===== config.mk =====
export PLATFORM = sky130hd
export DESIGN_NAME = dmem_access_unit
export DESIGN_NICKNAME = d
export VERILOG_FILES = /design/src/rtl/rv32i_types.sv /design/src/rtl/dmem_mask_gen.sv /design/src/rtl/dmem_access_unit.sv
export SDC_FILE = /design/constraint.sdc
export NUM_CORES = 1
export LEC_CHECK = 0
export CAP_MARGIN = 20
export CORE_MARGIN = 2
export CORE_UTILIZATION = 25
export DETAILED_ROUTE_END_ITERATION = 10
export PLACE_DENSITY_LB_ADDON = 0.25
export SLEW_MARGIN = 20
export SYNTH_ARGS = -nofsm -noshare
export SYNTH_HDL_FRONTEND = slang
export SYNTH_SLANG_ARGS = --single-unit

===== constraint.sdc =====
create_clock -name clk -period 1.8 [get_ports clk]
set_input_delay 0.36 -clock clk [delete_from_list [all_inputs] [get_ports clk]]
set_output_delay 0.36 -clock clk [all_outputs]
set_load 0.02 [all_outputs]

===== src/rtl/rv32i_types.sv =====
// ============================================================================
// Module      : rv32i_types (package)
// Description : Shared types for the MEM-stage data-memory initiator.
// Revision    : 1.0 - initial release
// ============================================================================
`default_nettype none

package rv32i_types;

   typedef enum logic [1:0] {
      IDLE = 2'd0,
      BUSY = 2'd1,
      DONE = 2'd2
   } dmem_state_t;

   typedef enum logic [2:0] {
      LB  = 3'b000,
      LH  = 3'b001,
      LW  = 3'b010,
      LBU = 3'b100,
      LHU = 3'b101
   } load_funct3_t;

   typedef enum logic [2:0] {
      SB = 3'b000,
      SH = 3'b001,
      SW = 3'b010
   } store_funct3_t;

   localparam logic [3:0] BYTE_MASK = 4'b0001;
   localparam logic [3:0] HALF_MASK = 4'b0011;
   localparam logic [3:0] WORD_MASK = 4'b1111;

   // Unaligned base mask for an access width; unknown codes behave as words.
   function automatic logic [3:0] size_mask(input logic [2:0] funct3);
      logic [3:0] m;
      case (funct3)
         LB, LBU: m = BYTE_MASK;
         LH, LHU: m = HALF_MASK;
         default: m = WORD_MASK;
      endcase
      return m;
   endfunction

   function automatic logic is_misaligned(input logic [2:0] funct3,
                                          input logic [1:0] off);
      logic mis;
      case (funct3)
         LB, LBU: mis = 1'b0;
         LH, LHU: mis = off[0];
         default: mis = (off != 2'b00);
      endcase
      return mis;
   endfunction

endpackage

`default_nettype wire


===== src/rtl/dmem_mask_gen.sv =====
// ============================================================================
// Module      : dmem_mask_gen
// Description : Byte-lane masks and store-data replication for one access.
// Revision    : 1.0 - initial release
// ============================================================================
`default_nettype none

module dmem_mask_gen
   import rv32i_types::*;
(
   input  logic [2:0]  funct3,
   input  logic [1:0]  off,
   input  logic [31:0] store_data,
   input  logic        is_store,
   output logic [3:0]  rmask,
   output logic [3:0]  wmask,
   output logic [31:0] wdata
);

   logic [3:0] w_lane_mask;

   // Shift happens in a 4-bit context so lanes past byte 3 are dropped.
   assign w_lane_mask = size_mask(funct3) << off;

   always_comb begin
      rmask = 4'b0000;
      wmask = 4'b0000;
      wdata = '0;
      if (is_store) begin
         wmask = w_lane_mask;
         case (funct3)
            SB:      wdata = {4{store_data[7:0]}};
            SH:      wdata = {2{store_data[15:0]}};
            default: wdata = store_data;
         endcase
      end else begin
         rmask = w_lane_mask;
      end
   end

endmodule

`default_nettype wire


===== src/rtl/dmem_access_unit.sv =====
// ============================================================================
// Module      : dmem_access_unit
// Description : MEM-stage load/store initiator; optional MISALIGN_CHECK_EN
//               suppresses misaligned accesses and flags them on misalign.
// Revision    : 1.0 - initial release
// ============================================================================
`default_nettype none

module dmem_access_unit
   import rv32i_types::*;
#(
   parameter int ADDR_W = 32,
   parameter int DATA_W = 32
) (
   input  logic              clk,
   input  logic              rst_n,
   input  logic              req_valid,
   input  logic              mem_read,
   input  logic              mem_write,
   input  logic [2:0]        funct3,
   input  logic [ADDR_W-1:0] addr,
   input  logic [DATA_W-1:0] store_data,
   input  logic              advance,
   output logic              mem_stall,
   output logic [ADDR_W-1:0] dmem_address,
   output logic              dmem_read,
   output logic              dmem_write,
   output logic [3:0]        dmem_rmask,
   output logic [3:0]        dmem_wmask,
   output logic [DATA_W-1:0] dmem_wdata,
   input  logic [DATA_W-1:0] dmem_rdata,
   input  logic              dmem_resp,
   output logic [DATA_W-1:0] rdata_q
`ifdef MISALIGN_CHECK_EN
   ,
   output logic              misalign
`endif
);

   dmem_state_t       r_state;
   dmem_state_t       w_state_next;

   logic [ADDR_W-1:0] r_dmem_address;
   logic              r_dmem_read;
   logic              r_dmem_write;
   logic [3:0]        r_dmem_rmask;
   logic [3:0]        r_dmem_wmask;
   logic [DATA_W-1:0] r_dmem_wdata;
   logic [DATA_W-1:0] r_rdata_q;

   logic              w_mem_req;
   logic              w_misaligned;
   logic              w_accept;
   logic [3:0]        w_rmask;
   logic [3:0]        w_wmask;
   logic [DATA_W-1:0] w_wdata;

   assign w_mem_req = req_valid & (mem_read | mem_write);

`ifdef MISALIGN_CHECK_EN
   assign w_misaligned = is_misaligned(funct3, addr[1:0]);
   assign misalign     = (r_state == IDLE) & w_mem_req & w_misaligned;
`else
   assign w_misaligned = 1'b0;
`endif

   assign w_accept = (r_state == IDLE) & w_mem_req & ~w_misaligned;

   // A request with both strobes set is formatted and issued as a store.
   dmem_mask_gen u_mask_gen (
      .funct3     (funct3),
      .off        (addr[1:0]),
      .store_data (store_data),
      .is_store   (mem_write),
      .rmask      (w_rmask),
      .wmask      (w_wmask),
      .wdata      (w_wdata)
   );

   always_comb begin
      w_state_next = r_state;
      mem_stall    = 1'b0;
      case (r_state)
         IDLE: begin
            if (w_mem_req) begin
               mem_stall    = 1'b1;
               w_state_next = w_misaligned ? DONE : BUSY;
            end
         end
         BUSY: begin
            if (dmem_resp) begin
               w_state_next = advance ? IDLE : DONE;
            end else begin
               mem_stall = 1'b1;
            end
         end
         DONE: begin
            if (advance) begin
               w_state_next = IDLE;
            end
         end
         default: w_state_next = IDLE;
      endcase
   end

   always_ff @(posedge clk) begin
      if (!rst_n) begin
         r_state        <= IDLE;
         r_dmem_address <= '0;
         r_dmem_read    <= 1'b0;
         r_dmem_write   <= 1'b0;
         r_dmem_rmask   <= 4'b0000;
         r_dmem_wmask   <= 4'b0000;
         r_dmem_wdata   <= '0;
         r_rdata_q      <= '0;
      end else begin
         r_state <= w_state_next;
         if (w_accept) begin
            r_dmem_address <= {addr[ADDR_W-1:2], 2'b00};
            r_dmem_read    <= ~mem_write;
            r_dmem_write   <= mem_write;
            r_dmem_rmask   <= w_rmask;
            r_dmem_wmask   <= w_wmask;
            r_dmem_wdata   <= w_wdata;
         end else if ((r_state == BUSY) && dmem_resp) begin
            r_dmem_read  <= 1'b0;
            r_dmem_write <= 1'b0;
            if (r_dmem_read) begin
               r_rdata_q <= dmem_rdata;
            end
         end
      end
   end

   assign dmem_address = r_dmem_address;
   assign dmem_read    = r_dmem_read;
   assign dmem_write   = r_dmem_write;
   assign dmem_rmask   = r_dmem_rmask;
   assign dmem_wmask   = r_dmem_wmask;
   assign dmem_wdata   = r_dmem_wdata;
   assign rdata_q      = r_rdata_q;

endmodule

`default_nettype wire


Word-level counts from Yosys, hierarchy flattened
Cells that the tools add are included.
Storage, ports and cells
  input bits: 106
  output and inout port bits: 107
  word-level logic and storage cells: 46
  flip-flop bits (word level): 106
Cells by class
  mux-type cells: 16
  bitwise logic cells: 5
  reduce and logical (&&, ||, !) cells: 8
  equal/unequal tests: 8
  shift-type cells: 1
Operators with widths (count)
  $pmux 32 s2: 1
  $mux 32: 1
  $mux 2: 4
  $mux 4: 2
  $pmux 4 s2: 1
  $eq 3x3->1 const B: 2
  $ne 2x2->1 const B: 3
  $pmux 2 s3: 1
  $reduce_and 3->1: 2
  $mux 1: 5
  $reduce_or 2->1: 2
  $shl 4x2->4: 1
  $eq 3x1->1 const B: 1
  $logic_not 3->1: 1
  $and 1x1->1: 2
  $eq 2x1->1 const B: 1
  $eq 2x2->1 const B: 1
  $logic_not 2->1: 1
  $not 1->1: 2
  $pmux 1 s2: 1
  $reduce_bool 2->1: 1
  $logic_and 1x1->1: 1
  $or 1x1->1: 1

Longest topological paths before layout
  word-level depth: 5
  gate-level depth with buffers: 6
  depth with buffers taken out: 3

Modules after synthesis
From an unflattened synthesis, not the netlist that was laid out.
Unflattened totals
  cell total of the unflattened synthesis: 576
  area total of the unflattened synthesis: 4845.9 µm²
By module, submodules not included
  dmem_access_unit: area an instance 4140.2 µm², cells an instance 468, seq. area each 2122.0 µm², instances 1
  dmem_mask_gen: area an instance 705.7 µm², cells an instance 108, seq. area each 0.0 µm², instances 1

Worst setup path before layout
No wires, ideal clock.
  path kind: register -> register
  from: register r_state[0]
  to: register r_dmem_rmask[1], in the netlist dmem_rmask[1]
  buffers on the path: 2
  cell stages (with the launch flop): 6
  arrival time: 1513 ps
  clock period less this slack: 1584 ps
  required time: 1730 ps
  library setup time: 70 ps
  path slack: 216 ps
  path through: dfxtp_1 > buf_6 > or3b_4 > buf_6 > or4b_1 > a21oi_1
On the way
  longest elaborated chain between the ends: 2
RTL lines
  from (decl): line dmem_access_unit.sv:40  | dmem_state_t r_state;
  from (signal assigned): line dmem_access_unit.sv:117  | r_state <= w_state_next;
  $logic_not 2->1: line dmem_access_unit.sv:67  | assign w_accept = (r_state == IDLE) & w_mem_req & ~w_misaligned;
  $and 1x1->1: line dmem_access_unit.sv:67
  to (signal assigned): line dmem_access_unit.sv:122  | r_dmem_rmask <= w_rmask;
  to (decl): line dmem_access_unit.sv:46  | logic [3:0] r_dmem_rmask;
Every way passes these cells.
A chain may end at the register's enable or synchronous reset.

Worst setup path after layout
  from: register r_dmem_read, in the netlist dmem_read
  to: output dmem_read
RTL lines
  from (decl): line dmem_access_unit.sv:44  | logic r_dmem_read;
  from (signal assigned): line dmem_access_unit.sv:120  | r_dmem_read <= ~mem_write;
  to (decl): line dmem_access_unit.sv:26  | output logic dmem_read,
No word-level cell between the ends.

==> impl_metrics.env <==
export IMPL_io_buffers=210
export IMPL_cts_sinks=106
export IMPL_crit_fanout=4
export IMPL_synth_xor_area_share_pct=0
export IMPL_gp_congestion=0.794
export IMPL_cp_num_buf_inv=1
export IMPL_swShare_pct=25.2
export IMPL_cts_root_buffer="clkbuf_16"
export IMPL_vias=4534
export IMPL_area_delta_synth_final_pct=66.3
export IMPL_maxCapViolations=0
export IMPL_muxShareOfSynthArea_pct=2.11
export IMPL_peakVddDrop_mv=0.528
export IMPL_fp_row_count=47
export IMPL_yosys_area_share_adder_pct=0
export IMPL_fin_skew_ns=0.00794
export IMPL_gr_total_overflow=0
export IMPL_layout_commonest_cell="clkdlybuf4s50_1"
export IMPL_clockBufferDepth=2
export IMPL_power_density_mw_per_mm2=802
export IMPL_crit_family="buffers and inverters"
export IMPL_syn_avg_cell_area_sq_um=8.09
export IMPL_die_y_um=135
export IMPL_min_period_ns=1.73
export IMPL_cts_setup_buffers=0
export IMPL_final_core_util_pct=42.6
export IMPL_final_layout_size_suffix_gt1_share_pct=8.10
export IMPL_synthArstFlopShare_pct=0
export IMPL_dieArea_sq_mm=0.0181
export IMPL_route_detailed_drc=0
export IMPL_p_clk_share_pct=38.6
export IMPL_drtPass1Iterations=4
export IMPL_whs_endpoint="rdata_q[23]"
export IMPL_ys_ff_latch=106
export IMPL_hold_start="rdata_q[23]"
export IMPL_grt_pass1_vias=4464
export IMPL_grt_max_degree=55
export IMPL_startpoint="dmem_read"
export IMPL_power_mw=5.69
export IMPL_synth_top_family_by_area="compound AO/OA/AOI/OAI gates"
export IMPL_via_per_inst=4.78
export IMPL_worst_pin_slew_ns=0.550
export IMPL_fin_hold_ws_ns=0.455
export IMPL_ys_types=38
export IMPL_synthSimpleGateAreaFrac_pct=16.8
export IMPL_h_tree_depth=3
export IMPL_syn_cell_area_sq_mm=0.00427
export IMPL_p_leak_nw=2.39
export IMPL_holdPathStages=2
export IMPL_drt_iter0_drc=210
export IMPL_hold_path_class="register to register"
export IMPL_status="complete, no violations"
export IMPL_final_nets=829
export IMPL_start_kind="register"
export IMPL_r2r_end="dmem_address[27]"
export IMPL_start_util_pct=25.6
export IMPL_antenna_left=0
export IMPL_ioPinCount=213
export IMPL_cts_hold_fix_buffers=0
export IMPL_reg2regPathDepth=5
export IMPL_synth_seq_area_share_pct=49.8
export IMPL_n_antenna_cell=0
export IMPL_power_internal_mw=4.26
export IMPL_slew_viol_final=0
export IMPL_path_class="register to output pin"
export IMPL_grt_pass1_wl_um=23300
export IMPL_syn_inst=527
export IMPL_wl_um=14800
export IMPL_grt_usage_pct=16.2
export IMPL_die_w_um=135
export IMPL_r2r_start="r_state[1]"
export IMPL_endpoint_kind="output pin"
export IMPL_yosys_warnings=0
export IMPL_clk_pin_slew_ns=0.07
export IMPL_crit_arrival_ns=1.37
export IMPL_antenna_found_initial=0
export IMPL_slew_headroom_pct=63.3
export IMPL_crit_path_max_incr_delay_ns=0.64
export IMPL_setup_viol=0
export IMPL_clock_latency_ns=0.35
export IMPL_p_seq_share_pct=43.6
export IMPL_cts_tree="built"
export IMPL_fmax_mhz=579
export IMPL_slowest_stage="clkdlybuf4s50_1"
export IMPL_mostFrequentLayoutCells="clkdlybuf4s50_1 (208), dfxtp_1 (106), a21oi_1 (86), nand2_1 (85), o21ai_0 (84)"
export IMPL_synth_compound_area_share_pct=25.9
export IMPL_hold_viol_final=0
export IMPL_dp_slack_ns=-0.456
export IMPL_combPwrFrac_pct=17.8
export IMPL_synth_edf_count=0
export IMPL_reg2reg_slack_ns=0.17
export IMPL_dp_hpwl_um=10600
export IMPL_wl_per_cell_um=15.7
export IMPL_cts_made_buffers=9
export IMPL_fin_tns_setup_ns=0
export IMPL_rsz0062_at_grt="false"
export IMPL_p_sw_mw=1.43
export IMPL_crit_chain="clkdlybuf4s50_1"
export IMPL_required_ns=1.44
export IMPL_synth_ff_type="dfxtp_1"
export IMPL_fin_crit_sh_pct=96.0
export IMPL_core_area_sq_mm=0.0166
export IMPL_fin_ws_ns=0.0725
-- synthesized netlist by cell type (all sizes together) (2+ instances only) --
cell / number / area [sq um]
a211oi: 2 / 15.0
a21oi: 86 / 430
a32o: 2 / 20.0
buf: 10 / 61.3
clkbuf: 42 / 158
dfxtp: 106 / 2120
mux2: 8 / 90.1
nand2: 85 / 319
nand3: 38 / 190
nor2: 5 / 21.3
nor3: 2 / 10.0
nor3b: 9 / 72.6
o211ai: 4 / 30.0
o21a: 10 / 75.1
o21ai: 85 / 425
o22ai: 16 / 100
or2: 2 / 12.5
-- cell families after synthesis --
family                 after synthesis
flip-flops                         106
multiplexers                         8
AND/OR/NAND/NOR                    152
AO/OA/AOI/OAI                      206
other                                1
buffers and inverters               54
-- worst max path at each step --
stage               slack (ns)            end  cells after the start
global route             0.004      mem_stall                      3
global placement         -0.48      mem_stall                      5
detailed placement       -0.46      mem_stall                      5
floorplan                 0.22  dmem_rmask[1]                      5
CTS                       0.02      mem_stall                      5
finish                    0.07      dmem_read                      1
-- power groups by stage --
stage	Sequential (mW)	Clock, mW	Combinational, mW
after floorplan	2.64	0	0.325
after global placement	2.53	0	1.01
after detailed placement	2.54	0	1.01
after CTS	2.48	2.27	1.02
after global routing	2.50	2.37	1.08
final	2.48	2.20	1.01
-- flip-flops by register name (all words and copies together), names as in the netlist --
signal and count:
dmem_wmask 4, dmem_address 30, rdata_q 32, r_state 2
dmem_rmask 4, dmem_write 1, dmem_read 1, dmem_wdata 32
-- per-stage QoR --
stage          cells  area [sq um]
2_1_floorplan    528          4270
3_3_place_gp     932          6760
3_5_place_dp     932          6760
4_1_cts          948          7090
5_1_grt          948          7090
6_report         948          7090
-- area by class of cell --
class	instances	area (sq um)
Fill cell	1620	9550
Sequential cell	106	2120
Inverter	2	7.51
Multi-Input combinational cell	368	1940
Clock inverter	4	73.8
Clock buffer	12	256
Timing Repair Buffer	236	2420
Tap cell	220	275
-- metal layers --
layer	vias to the layer above	wire, um	track usage (%)
met5	-	0	0
met4	0	217	5.09
met3	14	840	4.20
met2	136	7210	27.9
met1	2141	6570	19.8
li1	2243	-	-
-- tightest hold or removal path: cells and delay by family, from the launching register on --
kind / cells / cell delay (ns)
DFF: 1 / 0.31
AOI/OAI and AO/OA: 1 / 0.05
and+or+nand+nor: 1 / 0.05
-- repair_timing --
action,4_1_cts,5_1_grt
setup endpoints to repair,1,2
gates resized for setup,7,2
pin swaps,0,0
No activity file was read; power rests on OpenSTA's default activity.
